--- src/rtl/spi_slave_regs.sv ---
// Mode-3 SPI responder with a 64x8 register file, oversampled in the clk domain.
// Define SPI_SLAVE_REGS_AUTOINC_EN to honour the multi-byte (address increment) bit.
module spi_slave_regs #(
   parameter logic [7:0]  DEVID_VAL   = 8'hE5,
   parameter int unsigned SYNC_STAGES = 2
) (
   input  logic       clk,
   input  logic       rst,
   input  logic       sclk,
   input  logic       cs,
   input  logic       mosi,
   output logic       miso,
   output logic       miso_oe,
   input  logic       upd_we,
   input  logic [5:0] upd_addr,
   input  logic [7:0] upd_data,
   output logic       reg_wr_stb,
   output logic [5:0] reg_wr_addr,
   output logic [7:0] reg_wr_data,
   output logic       busy
);

   typedef enum logic [1:0] {
      IDLE,
      CMD,
      DATA
   } state_e;

   logic [SYNC_STAGES-1:0] sclk_sync_q;
   logic [SYNC_STAGES-1:0] cs_sync_q;
   logic [SYNC_STAGES-1:0] mosi_sync_q;
   logic [SYNC_STAGES:0]   vld_q;
   logic                   sclk_prev_q;
   logic                   cs_prev_q;

   logic sclk_s;
   logic cs_s;
   logic mosi_s;
   logic armed;
   logic sclk_rise;
   logic sclk_fall;
   logic cs_rise;
   logic cs_fall;

   state_e     state_q, state_d;
   logic [2:0] bit_cnt_q, bit_cnt_d;
   logic [6:0] rx_sh_q, rx_sh_d;
   logic [7:0] tx_sh_q, tx_sh_d;
   logic       rd_q, rd_d;
   logic       mb_q, mb_d;
   logic [5:0] addr_q, addr_d;
   logic       miso_q, miso_d;
   logic       miso_oe_q, miso_oe_d;
   logic       stb_q, stb_d;
   logic [5:0] wr_addr_q, wr_addr_d;
   logic [7:0] wr_data_q, wr_data_d;

   logic [7:0] regs_q [64];

   logic [7:0] rx_new;
   logic       mb_cmd;
   logic [5:0] addr_nxt;
   logic [5:0] rd_sel;
   logic [7:0] rd_data;
   logic       spi_we;
   logic [5:0] spi_waddr;
   logic [7:0] spi_wdata;

   always_ff @(posedge clk or posedge rst) begin
      if (rst) begin
         sclk_sync_q <= '1;
         cs_sync_q   <= '1;
         mosi_sync_q <= '0;
         vld_q       <= '0;
         sclk_prev_q <= 1'b1;
         cs_prev_q   <= 1'b1;
      end else begin
         sclk_sync_q <= {sclk_sync_q[SYNC_STAGES-2:0], sclk};
         cs_sync_q   <= {cs_sync_q[SYNC_STAGES-2:0], cs};
         mosi_sync_q <= {mosi_sync_q[SYNC_STAGES-2:0], mosi};
         vld_q       <= {vld_q[SYNC_STAGES-1:0], 1'b1};
         sclk_prev_q <= sclk_s;
         cs_prev_q   <= cs_s;
      end
   end

   assign sclk_s = sclk_sync_q[SYNC_STAGES-1];
   assign cs_s   = cs_sync_q[SYNC_STAGES-1];
   assign mosi_s = mosi_sync_q[SYNC_STAGES-1];

   // Edges only count once real input values have filled the chain, so a
   // cs held low across reset release is not mistaken for a new frame.
   assign armed     = vld_q[SYNC_STAGES];
   assign sclk_rise = armed & ~sclk_prev_q & sclk_s;
   assign sclk_fall = armed & sclk_prev_q & ~sclk_s;
   assign cs_rise   = armed & ~cs_prev_q & cs_s;
   assign cs_fall   = armed & cs_prev_q & ~cs_s;

   assign rx_new = {rx_sh_q, mosi_s};

`ifdef SPI_SLAVE_REGS_AUTOINC_EN
   assign mb_cmd = rx_new[6];
`else
   assign mb_cmd = 1'b0;
`endif

   assign addr_nxt = addr_q + {5'd0, mb_q};
   assign rd_sel   = (state_q == CMD) ? rx_new[5:0] : addr_nxt;
   assign rd_data  = (rd_sel == 6'd0) ? DEVID_VAL : regs_q[rd_sel];

   assign spi_waddr = addr_q;
   assign spi_wdata = rx_new;

   always_ff @(posedge clk or posedge rst) begin
      if (rst) begin
         state_q   <= IDLE;
         bit_cnt_q <= '0;
         rx_sh_q   <= '0;
         tx_sh_q   <= '0;
         rd_q      <= 1'b0;
         mb_q      <= 1'b0;
         addr_q    <= '0;
         miso_q    <= 1'b1;
         miso_oe_q <= 1'b0;
         stb_q     <= 1'b0;
         wr_addr_q <= '0;
         wr_data_q <= '0;
      end else begin
         state_q   <= state_d;
         bit_cnt_q <= bit_cnt_d;
         rx_sh_q   <= rx_sh_d;
         tx_sh_q   <= tx_sh_d;
         rd_q      <= rd_d;
         mb_q      <= mb_d;
         addr_q    <= addr_d;
         miso_q    <= miso_d;
         miso_oe_q <= miso_oe_d;
         stb_q     <= stb_d;
         wr_addr_q <= wr_addr_d;
         wr_data_q <= wr_data_d;
      end
   end

   always_comb begin
      state_d   = state_q;
      bit_cnt_d = bit_cnt_q;
      rx_sh_d   = rx_sh_q;
      tx_sh_d   = tx_sh_q;
      rd_d      = rd_q;
      mb_d      = mb_q;
      addr_d    = addr_q;
      miso_d    = miso_q;
      miso_oe_d = miso_oe_q;
      stb_d     = 1'b0;
      wr_addr_d = wr_addr_q;
      wr_data_d = wr_data_q;
      spi_we    = 1'b0;
      if (cs_rise) begin
         state_d   = IDLE;
         miso_d    = 1'b1;
         miso_oe_d = 1'b0;
      end else begin
         unique case (state_q)
            IDLE: begin
               if (cs_fall) begin
                  state_d   = CMD;
                  bit_cnt_d = '0;
                  rx_sh_d   = '0;
               end
            end
            CMD: begin
               if (sclk_rise) begin
                  rx_sh_d   = rx_new[6:0];
                  bit_cnt_d = bit_cnt_q + 3'd1;
                  if (bit_cnt_q == 3'd7) begin
                     rd_d    = rx_new[7];
                     mb_d    = mb_cmd;
                     addr_d  = rx_new[5:0];
                     state_d = DATA;
                     if (rx_new[7]) begin
                        tx_sh_d   = rd_data;
                        miso_oe_d = 1'b1;
                     end
                  end
               end
            end
            DATA: begin
               if (sclk_rise) begin
                  rx_sh_d   = rx_new[6:0];
                  bit_cnt_d = bit_cnt_q + 3'd1;
                  if (bit_cnt_q == 3'd7) begin
                     addr_d = addr_nxt;
                     if (rd_q) begin
                        tx_sh_d = rd_data;
                     end else if (addr_q != 6'd0) begin
                        spi_we    = 1'b1;
                        stb_d     = 1'b1;
                        wr_addr_d = addr_q;
                        wr_data_d = rx_new;
                     end
                  end
               end else if (sclk_fall && rd_q) begin
                  miso_d  = tx_sh_q[7];
                  tx_sh_d = {tx_sh_q[6:0], 1'b0};
               end
            end
            default: state_d = IDLE;
         endcase
      end
   end

   // SPI write is applied last so it wins an address collision.
   always_ff @(posedge clk or posedge rst) begin
      if (rst) begin
         for (int i = 0; i < 64; i++) regs_q[i] <= '0;
      end else begin
         if (upd_we && upd_addr != 6'd0) regs_q[upd_addr] <= upd_data;
         if (spi_we) regs_q[spi_waddr] <= spi_wdata;
      end
   end

   assign miso        = miso_q;
   assign miso_oe     = miso_oe_q;
   assign reg_wr_stb  = stb_q;
   assign reg_wr_addr = wr_addr_q;
   assign reg_wr_data = wr_data_q;
   assign busy        = ~cs_s;

endmodule

--- config.mk ---
export PLATFORM = sky130hd
export DESIGN_NAME = spi_slave_regs
export DESIGN_NICKNAME = d
export VERILOG_FILES = /design/src/rtl/spi_slave_regs.sv
export SDC_FILE = /design/constraint.sdc
export NUM_CORES = 2
export LEC_CHECK = 0
export CELL_PAD_IN_SITES_DETAIL_PLACEMENT = 2
export CELL_PAD_IN_SITES_GLOBAL_PLACEMENT = 2
export CORE_ASPECT_RATIO = 1.2
export CORE_UTILIZATION = 38
export CTS_BUF_LIST = sky130_fd_sc_hd__clkbuf_8
export CTS_CLUSTER_DIAMETER = 60
export DETAILED_ROUTE_END_ITERATION = 7
export PLACE_DENSITY_LB_ADDON = 0.1
export SLEW_MARGIN = 10
export SYNTH_ARGS = -nofsm -noshare
export SYNTH_HDL_FRONTEND = slang
export SYNTH_SLANG_ARGS = --single-unit
--- constraint.sdc ---
create_clock -name clk -period 17.85 [get_ports clk]
set_input_delay 1.785 -clock clk [delete_from_list [all_inputs] [get_ports clk]]
set_output_delay 1.785 -clock clk [all_outputs]
set_load 0.01 [all_outputs]
# == Yosys cells after proc, flatten, opt, wreduce, memory -nomap -nowiden ==
# Index checks and enable logic that the tools add are counted.
# totals
register_bits,567
ramBits,0
elab_cells,198
mem_bits_ro,0
inputBits,20
output_inout_bits,18
memories,0
latchBits,0
# op_classes
n_mul,0
n_addsub,1
n_lt_le_gt_ge,5
div_mod_pow,0
bitwise_logic,17
n_mux,50
n_reduce_logical,25
n_eq_ne,19
shifts,0
# ops
operator,count
$bwmux 512,2
$mux 512,2
$demux 8 s6,2
$mux 8,12
$bmux 8 s6,1
$mux 6,4
$ge 7x7->1 const B,3
$not 6->7,3
$ne 3x3->1 const B,6
$pmux 8 s2,1
$reduce_and 4->1,4
$reduce_bool 2->1,8
$mux 1,15
$lt 7x1->1 const B,2
$mux 7,2
$pmux 7 s2,1
$ne 2x2->1 const B,6
$reduce_bool 6->1,2
$and 1x1->1,8
$mux 2,4
$reduce_and 8->1,1
$reduce_and 7->1,1
$logic_not 6->1,1
$mux 3,2
14 further kinds,24

# == Depth between registers and ports, before layout ==
# logic_depth
depth_word,11
mapped_depth,14
depth_no_buf,9

# == Least setup slack after synthesis ==
# Ideal clock, no wire load.
# synth_path
path_type,in2reg
from,in upd_addr[4]
to,reg regs_q[64] in the netlist's numbering
cell_stages,7
setup_ns,0.137
path_buffers,2
arrival_time_ns,3.379
slack_ns,14.334
required_ns,17.713
cell_sequence,clkbuf_1 -> nand2_1 -> or2_2 -> clkbuf_1 -> nor2_1 -> mux2i_1 -> a21oi_1
# synth_between
elab_chain_len,9
word_cells_on_any_way,12
classes_between,order compare (2); mux (6); bitwise (1); reduce/logical (3)
# synth_rtl
element,line_no,rtl
start: declaration,15,"input logic [5:0] upd_addr,"
$not 6->7 (not written as such),217,if (upd_we && upd_addr != 6'd0) regs_q[upd_addr] <= upd_data;
$ge 7x7->1 (not written as such) or $lt 7x1->1 (tied branches),217,
$logic_and 1x1->1 (not written as such),217,
$mux 8 (not written as such),217,
$demux 8 s6,217,
$bwmux 512,217,
$mux 512 *,217,
$bwmux 512,218,if (spi_we) regs_q[spi_waddr] <= spi_wdata;
$mux 512 *,218,
end signal: indexed assignment,217,
end signal: indexed assignment,218,
end: declaration,58,logic [7:0] regs_q [64];
# Mark *: on every way between the ends. The rest lies on a longest branch, timed or not.
# A chain may end at the register's enable or synchronous reset.

# == Worst setup path after layout ==
# layout_path
from,reg state_q[1]
to,reg tx_sh_q[6]
# layout_between
elab_chain_len,11
word_cells_on_any_way,24
classes_between,eq/ne (8); mux (12); bitwise (1); reduce/logical (3)
# layout_rtl
element,line_no,rtl
start: declaration,45,"state_e state_q, state_d;"
start signal: assignment,129,state_q <= state_d;
$eq 2x1->1,"108, 163",
$mux 6,108,assign rd_sel = (state_q == CMD) ? rx_new[5:0] : addr_nxt;
$not 6->7 (not written as such),109,assign rd_data = (rd_sel == 6'd0) ? DEVID_VAL : regs_q[rd_sel];
$bmux 8 s6,109,
$mux 8 (not written as such) (2 in a row),109,
$mux 8,109,
$mux 8 (on tied branches),"193, 180",
$mux 8 (on tied branches),"191, 175",
$mux 8 (on tied branches),"188, 172",
$pmux 8 s2,163,unique case (state_q)
end signal: assignment,132,tx_sh_q <= tx_sh_d;
end: declaration,48,"logic [7:0] tx_sh_q, tx_sh_d;"
# Several ways; a longest one is shown, not always the timed one. The select of a mux whose other input is x is not followed.

==> results.py <==
metrics = {
    "status": {
        "status": "complete, no violations",
    },
    "clocking": {
        "cts_resized": 0,
        "ctsLongestPathBuffers": 3,
        "numCtsBuffers": 102,
        "hold_buffers": 0,
        "clk_pin_slew_ns": 0.06,
        "cts_setup_buffers": 0,
        "cts_tree": "done",
        "clock_latency_ns": 0.78,
        "cts-htree-levels": 3,
        "cts.sink_count": 567,
        "root_buffer": "clkbuf_8",
    },
    "detailed_routing": {
        "drt_first_pass_iters": 7,
        "viasPerCell": 6.04,
        "drc": 0,
        "finalWirelength_um": 128000,
        "wire_per_inst_um": 29.8,
        "first_iter_violations": 1550,
        "num_vias": 26000,
        "drtAntennaViolNets": 0,
    },
    "critical_path": {
        "path_class": "reg2reg",
        "critPathLaunchType": "flip-flop",
        "crit_start": "state_q[1]",
        "worstSetupEndpointType": "flip-flop",
        "r2r-start": "state_q[1]",
        "critPathRequiredTime_ns": 18.49,
        "crit_fanout": 92,
        "cp.arrival_ns": 5.45,
    },
    "synthesis": {
        "ys.flop_type": "dfrtp_1",
        "synth.avg_cell_area_um2": 9.43,
        "synth_warnings": 0,
        "synth_edf_count": 0,
        "synth_compound_area_share_pct": 11.9,
        "async_flop_share_pct": 100,
        "synth_fa_ha_area_share_pct": 0.284,
        "synth-xor-area-share_pct": 0,
        "synthSimpleGateAreaFrac_pct": 14.6,
        "syn_nets": 3302,
        "synth-seq-cells": 567,
        "synth_area_um2": 30900,
        "synth_top_family_by_area": "multiplexers",
        "synth_cell_types": 63,
        "syn_inst": 3275,
        "ys_seq_area_share_pct": 46.0,
        "synth_mux_area_share_pct": 23.2,
    },
    "global_route": {
        "antenna_found_initial": 8,
        "track_usage_pct": 31.6,
        "grt_pass1_wl_um": 193000,
        "grt_max_degree": 125,
        "grt_pass1_vias": 29100,
        "gr-total-overflow": 0,
    },
    "timing": {
        "fin_crit_sh_pct": 26.9,
        "rsz0062_at_grt": "no",
        "tightest_slew_ns": 1.38,
        "relSlewSlack_pct": 6.70,
        "fin_setup_tns_ns": 0,
        "finalCriticalPeriod_ns": 4.81,
        "setup_viol": 0,
        "finalMaxSlewViolations": 0,
        "hold_viol_final": 0,
        "whs_ns": 0.354,
        "max_freq_mhz": 208,
        "finClkSkew_ns": 0.0358,
    },
    "power": {
        "p_total_w": 0.00367,
        "pwr-share-seq_pct": 42.9,
        "swShare_pct": 34.5,
        "combPwrFrac_pct": 22.1,
        "p_int_w": 0.00240,
        "irDropWorstVdd_mv": 0.0627,
        "p_leak_nw": 15.1,
        "switchingPower_w": 0.00126,
        "p_clk_share_pct": 34.9,
        "power_per_cell_area_nw_per_um2": 108,
    },
    "floorplan": {
        "rows": 114,
        "io_pins": 38,
        "dieArea_um2": 82400,
        "fp.dieH_um": 314,
        "die_w_um": 262,
        "start_util_pct": 38.4,
        "core_um2": 80400,
    },
    "final_layout": {
        "drive_above_1_share_pct": 9.62,
        "utilization_pct": 42.0,
        "final_common_cell": "nor2_1",
        "final_cell_mix": "nor2_1, dfrtp_1, mux2i_1, a21oi_1, nand2_1",
        "nets": 3201,
        "area_growth_syn_to_layout_pct": 9.57,
    },
    "worst_hold_path": {
        "hold_path_class": "reg2reg",
        "min_from": "cs_sync_q[0]",
    },
    "placed_design": {
        "gp_congestion": 0.886,
        "hpwl_um": 80600,
        "port-buffer-count": 37,
    },
    "flow_run": {
        "max_cap_viol_count": 0,
    },
}
layout make-up:
cell class	instances	area, um^2
Inverter	11	48.8
Clock inverter	55	297
Timing Repair Buffer	81	668
Fill cell	8649	46600
Antenna cell	3	7.51
Tap cell	1044	1310
Clock buffer	129	1780
Sequential cell	567	14200
Multi-Input combinational cell	2411	15500
Yosys cell counts, drive strengths merged, types with 3 or more instances:
library cell | count | area (um^2)
mux2 | 26 | 297
a2111oi | 4 | 35.0
o21ai | 30 | 150
o311ai | 4 | 35.0
dfrtp | 560 | 14000
nor3 | 14 | 75.1
a22oi | 14 | 105
mux2i | 554 | 5550
nand4 | 9 | 56.3
and3b | 8 | 70.1
a311oi | 10 | 87.6
a221o | 4 | 40.0
nor3b | 8 | 60.1
nand3 | 102 | 510
ha | 7 | 87.6
nor4 | 5 | 43.8
nand2 | 333 | 1250
o22ai | 11 | 68.8
clkbuf | 206 | 773
mux4 | 58 | 1310
buf | 80 | 448
nand3b | 3 | 22.5
o21a | 3 | 22.5
nor2b | 6 | 37.5
nor2 | 565 | 2120
dfstp | 7 | 184
nand2b | 10 | 62.6
a221oi | 10 | 87.6
and3 | 13 | 81.3
o211ai | 6 | 45.0
inv | 11 | 41.3
a31oi | 11 | 68.8
a21oi | 543 | 2720
a211oi | 9 | 67.6
or2 | 5 | 31.3
power groups by stage:
stage,Sequential (W),Clock (W),Combinational (W)
2_1_floorplan,0.00152,0,0.000558
3_3_place_gp,0.00158,0,0.000777
6_report,0.00157,0.00128,0.000811
4_1_cts,0.00157,0.00131,0.000812
5_1_grt,0.00159,0.00136,0.000869
3_5_place_dp,0.00159,0,0.000808
critical path: stages, from the launching register on:
cell	delay (ns)
dfrtp_1	0.42
inv_1	0.13
ha_1	0.38
buf_4	0.41
mux2_8	0.69
buf_4	0.90
mux2i_1	0.29
o22ai_1	0.10
a2111oi_0	0.45
o2111ai_1	0.17
and4b_1	0.23
a221o_1	0.25
metal layers:
layer,track usage (%),vias to the layer above,wire length [um]
li1,-,11200,-
met1,40.2,13800,54000
met2,53.2,629,62900
met3,4.32,252,5960
met4,13.8,10,5360
met5,0,-,67
flip-flops by register name, indices dropped and copies added (netlist names):
name,flops
regs_q,512
reg_wr_data,8
tx_sh_q,8
rx_sh_q,7
addr_q,6
reg_wr_addr,6
bit_cnt_q,3
vld_q,3
cs_sync_q,2
mosi_sync_q,2
sclk_sync_q,2
state_q,2
cs_prev_q,1
miso,1
miso_oe,1
rd_q,1
reg_wr_stb,1
sclk_prev_q,1
kinds of logic after synthesis:
logic type / Yosys count
compound gates: 674
other cells: 1
flops: 567
buf+inv: 297
mux: 638
simple gates: 1091
fa+ha+maj: 7
final timing paths:
kind	to	slack, ns	cells after the start
hold / removal	cs_sync_q[1]	0.35	0
setup / recovery	tx_sh_q[6]	13.04	11
max in group asynchronous	regs_q[436]	13.70	4
setup reg to reg	tx_sh_q[6]	13.04	11
hold reg to reg	cs_sync_q[1]	0.35	0
min in group asynchronous	regs_q[81]	1.64	2
metrics by stage:
stage	setup slack, ns	std cells	area, um^2
after floorplan	0.217	3275	30900
after global placement	12.96	4114	31700
after detailed placement	12.84	4114	31700
after CTS	13.08	4298	33800
after global routing	12.76	4301	33800
final	13.04	4301	33800
Note: power is estimated with default switching activity, not from simulation.
